## src/rtl/vid_pkg.sv

```systemverilog
// Shared types and helpers for the video frame scheduler.
package vid_pkg;

    typedef enum logic [1:0] {IDLE, REQ, STREAM, DONE} sched_state_t;

    localparam int unsigned DIM_W   = 16;
    localparam int unsigned MAX_SRC = 8;
    localparam int unsigned PTR_W   = 3;

    typedef logic [DIM_W-1:0] dim_t;

    // First set bit of mask at or after ptr, wrapping over n entries.
    function automatic logic [PTR_W-1:0] rr_pick(
        input logic [MAX_SRC-1:0] mask,
        input logic [PTR_W-1:0]   ptr,
        input int unsigned        n
    );
        logic [PTR_W-1:0] pick;
        logic [PTR_W-1:0] idx;
        logic             found;
        pick  = ptr;
        found = 1'b0;
        for (int unsigned i = 0; i < MAX_SRC; i++) begin
            idx = PTR_W'((32'(ptr) + i) % n);
            if (!found && (i < n) && mask[idx]) begin
                pick  = idx;
                found = 1'b1;
            end
        end
        return pick;
    endfunction

endpackage

```

## src/rtl/vid_frame_cnt.sv

```systemverilog
// Pixel/line position counter; flags end-of-line, end-of-frame and start-of-frame.
module vid_frame_cnt
    import vid_pkg::*;
(
    input  logic clk,
    input  logic rst_n,
    input  logic clr_i,
    input  logic beat_i,
    input  dim_t h_lim_i,
    input  dim_t v_lim_i,
    output logic eol_c,
    output logic eof_c,
    output logic sof_c
);

    dim_t h_cnt_q, h_cnt_d;
    dim_t v_cnt_q, v_cnt_d;

    assign eol_c = (h_cnt_q == (h_lim_i - dim_t'(1)));
    assign eof_c = eol_c && (v_cnt_q == (v_lim_i - dim_t'(1)));
    assign sof_c = (h_cnt_q == '0) && (v_cnt_q == '0);

    always_comb begin
        h_cnt_d = h_cnt_q;
        v_cnt_d = v_cnt_q;
        if (clr_i) begin
            h_cnt_d = '0;
            v_cnt_d = '0;
        end else if (beat_i) begin
            if (eol_c) begin
                h_cnt_d = '0;
                v_cnt_d = v_cnt_q + dim_t'(1);
            end else begin
                h_cnt_d = h_cnt_q + dim_t'(1);
            end
        end
    end

    always_ff @(posedge clk or negedge rst_n) begin
        if (!rst_n) begin
            h_cnt_q <= '0;
            v_cnt_q <= '0;
        end else begin
            h_cnt_q <= h_cnt_d;
            v_cnt_q <= v_cnt_d;
        end
    end

endmodule

```

## src/rtl/vid_frame_sched.sv

```systemverilog
// Round-robin frame scheduler: grants whole frames from N_SRC AXI4-Stream
// video sources onto one output stream and checks tlast/tuser framing.
module vid_frame_sched
    import vid_pkg::*;
#(
    parameter int unsigned N_SRC  = 2,
    parameter int unsigned DATA_W = 24
) (
    input  logic                         aclk,
    input  logic                         aresetn,
    input  logic                         enable,
    input  logic [N_SRC-1:0]             src_en,
    input  logic [DIM_W-1:0]             H_RES,
    input  logic [DIM_W-1:0]             V_RES,
    output logic [N_SRC-1:0]             frame_req,
    input  logic [N_SRC-1:0]             s_tvalid,
    output logic [N_SRC-1:0]             s_tready,
    input  logic [N_SRC*DATA_W-1:0]      s_tdata,
    input  logic [N_SRC-1:0]             s_tlast,
    input  logic [N_SRC-1:0]             s_tuser,
    output logic                         m_tvalid,
    input  logic                         m_tready,
    output logic [DATA_W-1:0]            m_tdata,
    output logic                         m_tlast,
    output logic                         m_tuser,
    output logic [$clog2(N_SRC)-1:0]     grant,
    output logic                         busy,
    output logic                         frame_done,
    output logic                         err_sync,
    input  logic                         err_clr
);

    localparam int unsigned SEL_W = $clog2(N_SRC);

    sched_state_t     state_q, state_d;
    logic [SEL_W-1:0] sel_q, sel_d;
    logic [SEL_W-1:0] grant_q, grant_d;
    logic [SEL_W-1:0] rr_ptr_q, rr_ptr_d;
    dim_t             h_lim_q, h_lim_d;
    dim_t             v_lim_q, v_lim_d;
    logic [N_SRC-1:0] frame_req_q, frame_req_d;
    logic             busy_q, busy_d;
    logic             frame_done_q, frame_done_d;
    logic             err_q, err_d;

    logic cnt_clr_c;
    logic beat_c;
    logic viol_c;
    logic eol_c, eof_c, sof_c;

    // Zero-latency pass-through of the granted source.
    always_comb begin
        m_tvalid = 1'b0;
        s_tready = '0;
        m_tdata  = s_tdata[32'(sel_q) * DATA_W +: DATA_W];
        m_tlast  = s_tlast[sel_q];
        m_tuser  = s_tuser[sel_q];
        if (state_q == STREAM) begin
            m_tvalid        = s_tvalid[sel_q];
            s_tready[sel_q] = m_tready;
        end
    end

    assign beat_c = m_tvalid && m_tready;
    assign viol_c = beat_c && ((m_tlast != eol_c) || (m_tuser != sof_c));

    vid_frame_cnt u_cnt (
        .clk     (aclk),
        .rst_n   (aresetn),
        .clr_i   (cnt_clr_c),
        .beat_i  (beat_c),
        .h_lim_i (h_lim_q),
        .v_lim_i (v_lim_q),
        .eol_c   (eol_c),
        .eof_c   (eof_c),
        .sof_c   (sof_c)
    );

    always_comb begin
        state_d      = state_q;
        sel_d        = sel_q;
        grant_d      = grant_q;
        rr_ptr_d     = rr_ptr_q;
        h_lim_d      = h_lim_q;
        v_lim_d      = v_lim_q;
        cnt_clr_c    = 1'b0;
        frame_req_d  = '0;
        busy_d       = 1'b0;
        frame_done_d = 1'b0;
        err_d        = err_q;

        unique case (state_q)
            IDLE: begin
                if (enable && (|src_en) && (H_RES != '0) && (V_RES != '0)) begin
                    sel_d     = SEL_W'(rr_pick(MAX_SRC'(src_en), PTR_W'(rr_ptr_q), N_SRC));
                    h_lim_d   = H_RES;
                    v_lim_d   = V_RES;
                    cnt_clr_c = 1'b1;
                    state_d   = REQ;
                end
            end
            REQ: begin
                grant_d = sel_q;
                state_d = STREAM;
            end
            STREAM: begin
                // Frame end is defined by the counters alone, never by source tlast.
                if (beat_c && eof_c) begin
                    state_d = DONE;
                end
            end
            DONE: begin
                rr_ptr_d = (sel_q == SEL_W'(N_SRC - 1)) ? '0 : sel_q + SEL_W'(1);
                state_d  = IDLE;
            end
            default: state_d = IDLE;
        endcase

        if (state_d == REQ) begin
            frame_req_d[sel_d] = 1'b1;
        end
        busy_d       = (state_d != IDLE);
        frame_done_d = (state_d == DONE);
        // Clear takes priority over an error detected in the same cycle.
        if (err_clr) begin
            err_d = 1'b0;
        end else if (viol_c) begin
            err_d = 1'b1;
        end
    end

    always_ff @(posedge aclk or negedge aresetn) begin
        if (!aresetn) begin
            state_q      <= IDLE;
            sel_q        <= '0;
            grant_q      <= '0;
            rr_ptr_q     <= '0;
            h_lim_q      <= '0;
            v_lim_q      <= '0;
            frame_req_q  <= '0;
            busy_q       <= 1'b0;
            frame_done_q <= 1'b0;
            err_q        <= 1'b0;
        end else begin
            state_q      <= state_d;
            sel_q        <= sel_d;
            grant_q      <= grant_d;
            rr_ptr_q     <= rr_ptr_d;
            h_lim_q      <= h_lim_d;
            v_lim_q      <= v_lim_d;
            frame_req_q  <= frame_req_d;
            busy_q       <= busy_d;
            frame_done_q <= frame_done_d;
            err_q        <= err_d;
        end
    end

    assign frame_req  = frame_req_q;
    assign grant      = grant_q;
    assign busy       = busy_q;
    assign frame_done = frame_done_q;
    assign err_sync   = err_q;

endmodule

```

## config.mk

```make
export PLATFORM = sky130hd
export DESIGN_NAME = vid_frame_sched
export DESIGN_NICKNAME = d
export VERILOG_FILES = /design/src/rtl/vid_pkg.sv /design/src/rtl/vid_frame_cnt.sv /design/src/rtl/vid_frame_sched.sv
export SDC_FILE = /design/constraint.sdc
export NUM_CORES = 1
export LEC_CHECK = 0
export ABC_CLOCK_PERIOD_IN_PS = 3440
export CAP_MARGIN = 5
export CELL_PAD_IN_SITES_DETAIL_PLACEMENT = 0
export CELL_PAD_IN_SITES_GLOBAL_PLACEMENT = 1
export CORE_ASPECT_RATIO = 0.5
export CORE_MARGIN = 2
export CORE_UTILIZATION = 38
export CTS_BUF_LIST = sky130_fd_sc_hd__clkbuf_8
export DETAILED_ROUTE_END_ITERATION = 10
export PLACE_DENSITY = 0.81
export REMOVE_ABC_BUFFERS = 1
export SLEW_MARGIN = 20
export SYNTH_ARGS = -nofsm -noshare
export SYNTH_HDL_FRONTEND = slang
export SYNTH_SLANG_ARGS = --single-unit
export TNS_END_PERCENT = 1
```

## constraint.sdc

```tcl
create_clock -name aclk -period 3.44 [get_ports aclk]
set_input_delay 0.344 -clock aclk [delete_from_list [all_inputs] [get_ports aclk]]
set_output_delay 0.344 -clock aclk [all_outputs]
set_load 0.1 [all_outputs]
```

## Word level (Yosys, flattened, before mapping)

Index checks and enable logic that the tools add are counted.

| storage, ports and cells | value |
|---|---|
| bits in registers | 74 |
| bits of input ports | 93 |
| output and inout port bits | 35 |
| word-level logic and storage cells | 98 |

| cells by class | value |
|---|---|
| add/subtract/negate cells | 6 |
| multiply operators | 1 |
| magnitude comparators | 6 |
| eq/ne operators | 9 |
| shifts and indexed selects | 1 |
| muxes and demuxes | 37 |
| bitwise gates (word level) | 1 |
| reductions and logical operators | 25 |

Operators by type and width:

| cell | count |
|---|---|
| 16-bit two-way mux | 6 |
| 48-bit by 7-bit indexed part select with 24-bit output | 1 |
| 16-bit by 1-bit adder with 16-bit output (second input constant) | 2 |
| 16-bit equality test | 2 |
| 16-bit zero test | 2 |
| 16-bit nonzero test | 2 |
| 16-bit by 1-bit subtractor with 16-bit output (second input constant) | 2 |
| 1-bit two-way mux | 24 |
| 1-bit logical AND | 11 |
| 1-bit by 4-bit < comparator with 1-bit output (second input constant) | 2 |
| 2-bit two-way mux | 4 |
| 2-bit case mux with 4 select lines | 1 |
| 2-bit nonzero test | 4 |
| 2-bit equality test (second input constant) | 3 |
| 2-bit by 1-bit equality test with 1-bit output (second input constant) | 2 |
| 1-bit by 2-bit < comparator with 1-bit output (second input constant) | 2 |
| 2-bit AND reduction | 2 |
| 1-bit by 2-bit multiplier with 3-bit output (second input constant) | 1 |
| 1-bit adder (second input constant) | 2 |
| 2-bit AND | 1 |
| 1-bit demux with 1-bit select | 2 |
| 1-bit >= comparator (second input constant) | 2 |
| 2-bit zero test | 1 |
| 1-bit != test | 2 |
| other kinds (3) | 3 |

## Logic depth before layout (Yosys ltp)

| depth | value |
|---|---|
| word-level depth | 16 |
| mapped depth | 10 |
| depth with buffers taken out | 9 |

## Modules after synthesis

Synthesis repeated with hierarchy kept, for this count alone.

| second synthesis, totals | value |
|---|---|
| cell total of the unflattened synthesis | 522 |
| area, all modules | 5,104.9 µm² |

By module, submodules not included:

| module | instances | cells an instance | area an instance (µm²) | seq. area each (µm²) |
|---|---|---|---|---|
| vid_frame_cnt | 1 | 367 | 3,005.4 | 800.8 |
| vid_frame_sched | 1 | 155 | 2,099.5 | 1,051.0 |

## Worst setup path before layout

No wires, ideal clock.

| path | value |
|---|---|
| path kind | register to register |
| start | reg h_lim_q[5] |
| end | reg frame_req_q[0], in the netlist frame_req[0] |
| library setup time | 0.104 ns |
| data arrival time | 2.718 ns |
| required time | 3.336 ns |
| slack | 0.618 ns |
| cell stages (with the launch flop) | 9 |
| path buffers | 1 |
| period minus slack after synthesis | 2.822 ns |
| cell sequence | dfrtp_1 -> buf_6 -> nor4_4 -> nand3_2 -> or4_1 -> a221oi_2 -> nand4_2 -> or4b_4 -> o41ai_2 |

| on the way | value |
|---|---|
| word-level cells in the longest chain between the ends | 8 |

Ends and longest elaborated chain:

| item | RTL line | text |
|---|---|---|
| from (decl) | vid_frame_sched.sv:39 | `dim_t h_lim_q, h_lim_d;` |
| from (signal assigned) | vid_frame_sched.sv:149 | `h_lim_q <= h_lim_d;` |
| 16-bit by 1-bit subtractor with 16-bit output | vid_frame_cnt.sv:19 | `assign eol_c = (h_cnt_q == (h_lim_i - dim_t'(1)));` |
| 16-bit equality test | vid_frame_cnt.sv:19 |  |
| 1-bit logical AND | vid_frame_cnt.sv:20 | `assign eof_c = eol_c && (v_cnt_q == (v_lim_i - dim_t'(1)));` |
| 1-bit logical AND | vid_frame_sched.sv:108 | `if (beat_c && eof_c) begin` |
| 2-bit two-way mux | vid_frame_sched.sv:108 |  |
| 2-bit case mux with 4 select lines | vid_frame_sched.sv:92 | `unique case (state_q)` |
| 2-bit by 1-bit equality test with 1-bit output | vid_frame_sched.sv:119 | `if (state_d == REQ) begin` |
| 2-bit two-way mux | vid_frame_sched.sv:119 |  |
| net frame_req_d[0] | vid_frame_sched.sv:41 | `logic [N_SRC-1:0] frame_req_q, frame_req_d;` |
| to (signal assigned) | vid_frame_sched.sv:151 | `frame_req_q <= frame_req_d;` |
| to (decl) | vid_frame_sched.sv:41 |  |

The timed path passes the listed nets, and every way through them passes these cells.
A chain may end at the register's enable or synchronous reset.

## Worst setup path in the final report

| path | value |
|---|---|
| start | reg h_lim_q[0] |
| end | reg u_cnt.v_cnt_q[3] |

| on the way | value |
|---|---|
| word-level cells in the longest chain between the ends | 4 |

Ends and longest elaborated chain:

| item | RTL line | text |
|---|---|---|
| 16-bit by 1-bit subtractor with 16-bit output | vid_frame_cnt.sv:19 |  |
| 16-bit equality test | vid_frame_cnt.sv:19 |  |
| 2-bit nonzero test (no source line) | - |  |
| 2-bit AND reduction (no source line) | - |  |
| to (signal assigned) | vid_frame_cnt.sv:45 | `v_cnt_q <= v_cnt_d;` |
| to (decl) | vid_frame_cnt.sv:17 | `dim_t v_cnt_q, v_cnt_d;` |

Every way passes these cells.

==> metrics <==
die area 14400 µm²; # rows 29; Num CTS Buffers 9; first-pass GRT wire length between 20 and 25 mm; Post-route DRC 0; Die W ~170 µm; kind of critical path reg -> reg; yosys warns 0; crit path launch h_lim_q[0]; relative slew slack roughly a third; Die Y about 86 µm; max cap viols 0; Worst-Margin Slew between 1 and 1.5 ns; r2r startpoint h_lim_q[0]; Clock Skew 0.0106 ns; Synth area leader dfrtp_1; total negative slack 0 ns; Main synth FF type dfrtp_1; post-route ant nets 0; WHS 0.105 ns; synth cell count leaders nand2_1 (129), dfrtp_1 (74), nor2_1 (35); fraction of layout cells with a size suffix above 1 ~14%; share of the synthesized area in the top cell type a little over a third; Post-synth ARST share 100%; syn avg cell area 8.46 µm²; Stages on worst setup path 10; Post-Route Utilization 52.3%; status finished clean; final hold viol count 0; placed instance count between 800 and 900; I/O pin cnt 128; crit end category flop; delay of the slowest cell on the worst path between 0.5 and 0.6 ns; grt ovf 0; clk buf depth 2; slowest CP cell or4b_1; Finished Layout Cells approximately 900; Finish-stage setup viols 0; period utilization ~93%; Global Route Usage Sum just over 20%; Synth-to-Final Area Change 32.0%; DRT iter0 DRCs 312; maximum vdd drop between 0.2 and 0.25 mV; Crit path max-delay family simple AND/OR/NAND/NOR gates; Leak around 3.0 nW; Reg2Reg Capture Point u_cnt.v_cnt_q[3]; CTS Sinks 74; wire per inst between 15 and 20 µm; CTS clock-pin slew for the worst setup and hold paths ~0.090 ns; DRT Pass-1 Iters 6; r2r setup slk between 0.2 and 0.3 ns; worst skew pair latency ~0.37 ns; core area roughly 13000 µm²; initial antenna violation count 0; FF+latch count, synth 74; CP Buf/Inv Count 2; Cell Pwr Density roughly 320 nW/µm²; Hold Path Class in -> async; Initial Utilization 39.6%; final HPWL from detailed placement around 11 mm; CTS root buffer clkbuf_8; Max Transition Viols Final 0; Vias/cell between 5 and 6; maximum fanout along the worst path 17; TritonCTS clock tree yes; CTS resizes 0; DR vias between 4000 and 5000; Req. time, crit path roughly 3.8 ns; sequential fraction of the synthesis area between 30% and 40%; Max Clk Rate approximately 310 MHz; RSZ-0062 raised after global routing false; synth top area cells dfrtp_1 (36%), nand2_1 (9.5%), mux2_2 (6.2%); fin nets around 830; crit start category flop; Antenna diodes 0; H-tree depth 3; Worst R2R Path Depth 10; Final min period approximately 3.2 ns; synth unique cells 63; Mapped Cells between 600 and 700; most numerous cell in the Yosys netlist nand2_1; pin count of the biggest net entering global routing 75; vias in the first global route approximately 4700; Post-Syn Area ~5000 µm²; Arrival @ worst endpoint about 3.5 ns; Port Buffer Count around 130; GP Congestion 0.856; CP cell instances inv_1 > ha_1 > or4b_1 > nor3b_1 > mux2i_1 > nor4_2 > nand4_2 > buf_4 > or4_1 > nand2_1; number of synthesized flops with an enable pin 0; Post-Route WL 14.3 mm
==> metal layers <==
layer  track usage (%)  vias up  wire length (µm)
met5                 0        -                 0
met4              5.14        0               219
met3              4.06       21               584
met2              31.1       94              6240
met1              29.4     2270              7220
li1                  -     2418                 -
==> state kept, by name (all words and copies together), names as in the netlist <==
signal	flops
grant	1
busy	1
v_lim_q	16
frame_done	1
u_cnt.h_cnt_q	16
u_cnt.v_cnt_q	16
frame_req	2
state_q	2
err_sync	1
h_lim_q	16
sel_q	1
rr_ptr_q	1
==> stage by stage <==
stage | total power, mW | cell area, µm² | setup WS, ns
after floorplan | 1.18 | 4980 | 0.441
after global placement | 1.38 | 6490 | 0.368
after detailed placement | 1.39 | 6490 | 0.261
after CTS | 2.17 | 6720 | 0.229
after global routing | 2.24 | 6730 | 0.0391
final | 2.15 | 6730 | 0.253
==> cell families after synthesis <==
kind of cell,Yosys count,share of synthesized area [%]
multiplexers,34,7.36
buffers and inverters,52,3.97
AND/OR/NAND/NOR,307,31.0
XOR/XNOR,43,7.38
adder cells (fa/ha/maj),11,2.70
AO/OA/AOI/OAI,82,11.3
flip-flops,74,36.3
==> repair_timing <==
action	CTS	global route
endpoints found under the hold margin	0	0
setup endpoints to repair	0	5
hold buffers	0	0
setup buffers	0	2
==> report_power, final <==
group          leakage, nW  internal (mW)  switching, mW
clock network        0.110          0.414          0.365
registers            0.970          0.889         0.0426
logic                 1.89          0.185          0.253
total                 2.97           1.49          0.660
==> placed cells by master (no fill, tap or decap), drive strengths merged, types with 7 or more instances in the layout <==
cell,instances
nand2,129
clkdlybuf4s50,97
dfrtp,74
buf,44
nor2,35
mux2,28
xnor2,26
nor4,25
inv,22
o21ai,22
nand4,21
nor3,20
xor2,17
or4,16
nand3,16
a31oi,12
o211ai,12
ha,11
clkbuf,9
and3,7
a21oi,7
==> worst max path at each step <==
stage                              endpoint  slack [ns]
after floorplan                frame_req[0]        0.44
after global placement    u_cnt.v_cnt_q[10]        0.37
after detailed placement  u_cnt.v_cnt_q[11]        0.26
after CTS                 u_cnt.v_cnt_q[11]        0.23
after global routing           frame_req[0]        0.04
final                      u_cnt.v_cnt_q[3]        0.25
==> cell type report <==
type	count	area (µm²)
clock buffer	9	124
tap	170	213
clock inverter	7	103
timing repair buffer	141	1310
multi-input combinational	477	3050
fill	1225	6150
sequential	74	1850
inverter	21	78.8
(Power assumes the default switching activity.)
